$ cat src/rtl/branch_predictor.sv
// Fetch-stage branch predictor: direct-mapped BTB with a 2-bit saturating
// direction counter per entry, trained from EX, plus branch/mispredict counters.
module branch_predictor #(
    parameter int ENTRIES = 16,
    parameter int PC_W    = 32
) (
    input  logic            clk,
    input  logic            rst,
    input  logic [PC_W-1:0] F_pc,
    output logic            F_predictTaken,
    output logic [PC_W-1:0] F_predictTarget,
    input  logic [PC_W-1:0] E_pc,
    input  logic [PC_W-1:0] E_target,
    input  logic            E_taken,
    input  logic [1:0]      E_updateEnable,
    input  logic            E_wrongBranch,
    output logic [31:0]     branchCount,
    output logic [31:0]     mispredictCount
);
    localparam int IDX_W = $clog2(ENTRIES);
    localparam int TAG_W = PC_W - IDX_W - 2;

    logic             valid_q  [ENTRIES];
    logic [TAG_W-1:0] tag_q    [ENTRIES];
    logic [PC_W-1:0]  target_q [ENTRIES];
    logic             is_jal_q [ENTRIES];
    logic [1:0]       ctr_q    [ENTRIES];
    logic [31:0]      branch_count_q;
    logic [31:0]      mispredict_count_q;

    logic [IDX_W-1:0] f_idx;
    logic [TAG_W-1:0] f_tag;
    logic             f_hit;
    logic [IDX_W-1:0] e_idx;
    logic [TAG_W-1:0] e_tag;
    logic             e_hit;
    logic             upd_branch;
    logic             upd_jal;
    logic             unused_pc_bits;

    // Byte-offset bits never reach the index or tag.
    assign unused_pc_bits = ^{F_pc[1:0], E_pc[1:0]};

    assign f_idx = F_pc[IDX_W+1:2];
    assign f_tag = F_pc[PC_W-1:IDX_W+2];
    assign f_hit = valid_q[f_idx] && (tag_q[f_idx] == f_tag);

    assign e_idx = E_pc[IDX_W+1:2];
    assign e_tag = E_pc[PC_W-1:IDX_W+2];
    assign e_hit = valid_q[e_idx] && (tag_q[e_idx] == e_tag);

    assign upd_branch = (E_updateEnable == 2'b10);
    assign upd_jal    = (E_updateEnable == 2'b01);

    always_comb begin
        F_predictTaken  = 1'b0;
        F_predictTarget = '0;
        if (f_hit && (is_jal_q[f_idx] || ctr_q[f_idx][1])) begin
            F_predictTaken  = 1'b1;
            F_predictTarget = target_q[f_idx];
        end
    end

    always_ff @(posedge clk) begin
        if (!rst) begin
            for (int i = 0; i < ENTRIES; i++) begin
                valid_q[i]  <= 1'b0;
                tag_q[i]    <= '0;
                target_q[i] <= '0;
                is_jal_q[i] <= 1'b0;
                ctr_q[i]    <= 2'd0;
            end
            branch_count_q     <= '0;
            mispredict_count_q <= '0;
        end else begin
            if (upd_jal) begin
                valid_q[e_idx]  <= 1'b1;
                tag_q[e_idx]    <= e_tag;
                target_q[e_idx] <= E_target;
                is_jal_q[e_idx] <= 1'b1;
                ctr_q[e_idx]    <= 2'd3;
            end else if (upd_branch) begin
                if (e_hit) begin
                    if (E_taken) begin
                        target_q[e_idx] <= E_target;
                        if (ctr_q[e_idx] != 2'd3) ctr_q[e_idx] <= ctr_q[e_idx] + 2'd1;
                    end else if (ctr_q[e_idx] != 2'd0) begin
                        ctr_q[e_idx] <= ctr_q[e_idx] - 2'd1;
                    end
                end else if (E_taken) begin
                    // A taken miss evicts whatever aliased into this slot.
                    valid_q[e_idx]  <= 1'b1;
                    tag_q[e_idx]    <= e_tag;
                    target_q[e_idx] <= E_target;
                    is_jal_q[e_idx] <= 1'b0;
                    ctr_q[e_idx]    <= 2'd2;
                end
            end
            if (upd_jal || upd_branch) begin
                branch_count_q <= branch_count_q + 32'd1;
                if (E_wrongBranch) mispredict_count_q <= mispredict_count_q + 32'd1;
            end
        end
    end

    assign branchCount     = branch_count_q;
    assign mispredictCount = mispredict_count_q;
endmodule

$ cat config.mk
export PLATFORM = sky130hd
export DESIGN_NAME = branch_predictor
export DESIGN_NICKNAME = d
export VERILOG_FILES = /design/src/rtl/branch_predictor.sv
export SDC_FILE = /design/constraint.sdc
export NUM_CORES = 2
export LEC_CHECK = 0
export ABC_CLOCK_PERIOD_IN_PS = 7120
export BUFFER_PORTS_ARGS = -buffer_cell sky130_fd_sc_hd__buf_4
export CORE_UTILIZATION = 46
export CTS_BUF_LIST = sky130_fd_sc_hd__clkbuf_4
export CTS_CLUSTER_DIAMETER = 100
export DETAILED_ROUTE_END_ITERATION = 8
export GPL_TIMING_DRIVEN = 1
export PLACE_DENSITY = 0.69
export SLEW_MARGIN = 10
export SYNTH_ARGS = -nofsm -noshare
export SYNTH_HDL_FRONTEND = slang
export SYNTH_SLANG_ARGS = --single-unit
$ cat constraint.sdc
create_clock -name clk -period 7.12 [get_ports clk]
set_input_delay 1.424 -clock clk [delete_from_list [all_inputs] [get_ports clk]]
set_output_delay 1.424 -clock clk [all_outputs]
set_load 0.01 [all_outputs]
==> impl_results.md <==
* Status: finished clean
* Crit-path slowest cell: or4_4
* Initial core utilization at between 40% and 50%
* Die area at 116000 sq um
* Slew margin rel. at 23.1%
* Clock transition at path regs at 0.06 ns
* Setup Skew at roughly 0.13 ns
* Post-synthesis sequential area ratio at 58.2%
* Clk_lat worst skew at 1.19 ns
* Area of the multi-input gates at 20300 sq um
* RSZ-0062 raised after global routing: false
* TritonCTS Sinks at 1056
* Period minus WS final at 6.60 ns
* FFs w/ async S/R, synth at 0%
* DRT Pass-1 Iters at 5
* Ports at between 150 and 200
* HP Class: reg2reg
* Final WL at 162000 um
* Max IR drop VDD at 155 uV
* Buffers & Inverters on Critical Path at 3
* Sw Ratio at roughly 25%
* DP HPWL at 85200 um
* Gate power share at 10.5%
* CTS HTree Levels at 5
* Final max-slew violation count at 0
* Pin count of the biggest net entering global routing at 259
* Tcrit/Tclk final at 92.7%
* Vias in the first global route at 35279
* Postcts setup bufs at 0
* WP data required at 5.70 ns
* Post-DR wirelength/cell at 29.5 um
* GRT Overall Usage at 27.6%
* Gpl congestion at roughly 0.92
* Deepest clock path buffer count at 4
* Initial antenna violation count at 8
* Netlist cell types at 64
* Core outline area at 113000 sq um
* Worst hold margin at 0.466 ns
* Leakage power at 0.0220 uW
* Total number of vias at between 30000 and 40000
* Register area at 30700 sq um
* Sequential share of power at 51.3%
* Netlist area before placement at about 53000 sq um
* CTS Root Cell: clkbuf_4
* Max incr delay on CP at 0.86 ns
* Worst setup SP type: input pin
* Crit path max fanout at 35
* Layout cells sized above 1 at 32.0%
* Area grow syn2layout at 12.0%
* Power Density at between 200 and 250 nW/um^2
* Fin cells at 5498
* Post-route ant nets at 0
* Top FF cell, synth: edfxtp_1
* #FFs+latches synth at roughly 1100
* Nets at 3914
* Delay-heaviest family, CP: simple AND/OR/NAND/NOR gates
* # hold bufs at CTS at 0
* TNS Setup at 0 ns
* First-pass GRT wire length at between 200000 and 250000 um
* Die span in x at 341 um
* Max Cap Viol at 0
* Internal power at 10500 uW
* Cells after Synth at 3607
* Vias/cell at ~6.5
* Psw at between 3000 and 4000 uW
* WS Path Type: in2out
* Initial drt markers at 5131
* GRT overflow at 0
* Crit end category: primary output
* Most frequent cells in the layout: edfxtp_1 (960), and3_1 (531), clkbuf_4 (423)
* Final-report setup violation count at 0
* DRC Markers at 0
* Hold Fails Final Rpt at 0
* Placed instance count at 5006
* Critical Path AT at 5.18 ns
* CTS tree: yes
* Clk network pwr share at 38.2%
* Cts repair resizes at 0
* Mapped Nets at 3715
* Worst Tran Pin Value at 1.15 ns
* Row count at 123
* Warning count from the yosys run at 0
* Most common cell after layout, fill and taps aside: edfxtp_1
* I/O Buffers at approximately 190
* Number of synthesized flops with an enable pin at 960
* FILL cells at 9504
* Synth Area per Inst at 14.7 sq um
* CTS buffer count at 298
* Die Y at around 340 um
* Critical-path cell list: buf_8 > buf_4 > mux4_2 > mux4_2 > xor2_1 > nor4_2 > nand4_1 > or4_4 > nor2b_2 > buf_4
* Max Clk Rate at 151 MHz
==> layer usage <==
metal / global-route usage, % / wire [um]
met1: 36.2 / 59000
met2: 43.4 / 77000
met3: 6.34 / 18900
met4: 13.8 / 7260
met5: 0 / 60
==> cell usage after synthesis (5+ instances only) <==
| cell type | number | area (sq um) |
|---|---|---|
| nor3_1 | 221 | 1110 |
| o21ai_0 | 41 | 205 |
| nor2b_1 | 20 | 125 |
| mux4_2 | 397 | 8940 |
| a21boi_0 | 6 | 45.0 |
| xnor2_1 | 81 | 709 |
| buf_6 | 18 | 203 |
| o221ai_1 | 7 | 61.3 |
| and2_1 | 75 | 469 |
| nor4_1 | 5 | 31.3 |
| nor2b_2 | 29 | 254 |
| nand3_1 | 42 | 210 |
| o211ai_1 | 5 | 37.5 |
| dfxtp_1 | 96 | 1920 |
| nand4_1 | 20 | 125 |
| a22oi_1 | 9 | 67.6 |
| inv_1 | 13 | 48.8 |
| a31oi_1 | 18 | 113 |
| a21o_1 | 15 | 113 |
| nand2_1 | 121 | 454 |
| o21ai_1 | 8 | 40.0 |
| o2bb2ai_1 | 20 | 175 |
| nor2_1 | 28 | 105 |
| buf_2 | 44 | 220 |
| a21oi_1 | 25 | 125 |
| edfxtp_1 | 960 | 28800 |
| and3_1 | 531 | 3320 |
| or3_1 | 6 | 37.5 |
| clkbuf_1 | 280 | 1050 |
| buf_4 | 39 | 293 |
| ha_1 | 6 | 75.1 |
| mux2_2 | 9 | 101 |
| xor2_1 | 36 | 315 |
| nor3b_1 | 206 | 1550 |
| mux2i_1 | 74 | 741 |
| buf_1 | 36 | 135 |
| inv_2 | 6 | 22.5 |
| and4_1 | 9 | 78.8 |
==> layout make-up <==
cell class,instances,share of cell area [%]
antenna,5,0.0211
clock buffer,423,5.36
clock inverter,64,0.573
inverter,21,0.133
multi-input combinational,2113,34.4
sequential,1056,51.9
tap,1500,3.17
timing repair buffer,316,4.43
==> power groups by stage <==
stage                     Sequential (uW)  Clock [uW]  Combinational, uW
final                                7200        5360               1480
after global routing                 7220        5750               1530
after floorplan                      7270           0                942
after global placement               7310           0               1440
after CTS                            7190        5460               1460
after detailed placement             7320           0               1450
==> worst min-delay path, cell delays in order, from the launching register on <==
cell	delay, ns
dfxtp_1	0.32
nand2_1	0.05
o21ai_1	0.05
==> stage by stage <==
| stage | util [%] | setup WS (ns) | cell area [sq um] | total power [uW] |
|---|---|---|---|---|
| 2_1_floorplan | - | 1.35 | 52900 | 8220 |
| 3_3_place_gp | 49.1 | 0.561 | 55700 | 8750 |
| 3_5_place_dp | 49.1 | 0.508 | 55700 | 8780 |
| 4_1_cts | 52.2 | 0.505 | 59200 | 14100 |
| 5_1_grt | 52.3 | 0.311 | 59200 | 14500 |
| 6_report | 52.3 | 0.519 | 59200 | 14000 |
==> worst paths after layout <==
kind	startpoint	end	slack, ns	cells after the start
min	valid_q[10]$_DFF_P_	valid_q[10]$_DFF_P_	0.47	2
max reg2reg	tag_q[0][1]$_SDFFCE_PN0P_	tag_q[14][20]$_SDFFCE_PN0P_	2.36	9
max	F_pc[2]	F_predictTarget[6]	0.52	10
min reg2reg	valid_q[10]$_DFF_P_	valid_q[10]$_DFF_P_	0.47	2
==> sequential cells by signal, summed over array words and instances (netlist names) <==
name / cells
ctr_q: 32
mispredictCount: 32
target_q: 512
is_jal_q: 16
branchCount: 32
tag_q: 416
valid_q: 16
==> kinds of logic after synthesis <==
| group | after synthesis | share of synthesized area, % |
|---|---|---|
| AOI/OAI and AO/OA | 184 | 2.36 |
| xor gates and xnor gates | 117 | 1.94 |
| adders and majority gates | 6 | 0.142 |
| and+or+nand+nor | 1326 | 15.1 |
| muxes | 480 | 18.5 |
| DFF | 1056 | 58.2 |
| buffers and inverters | 438 | 3.75 |
No activity file was read; power rests on OpenSTA's default activity.
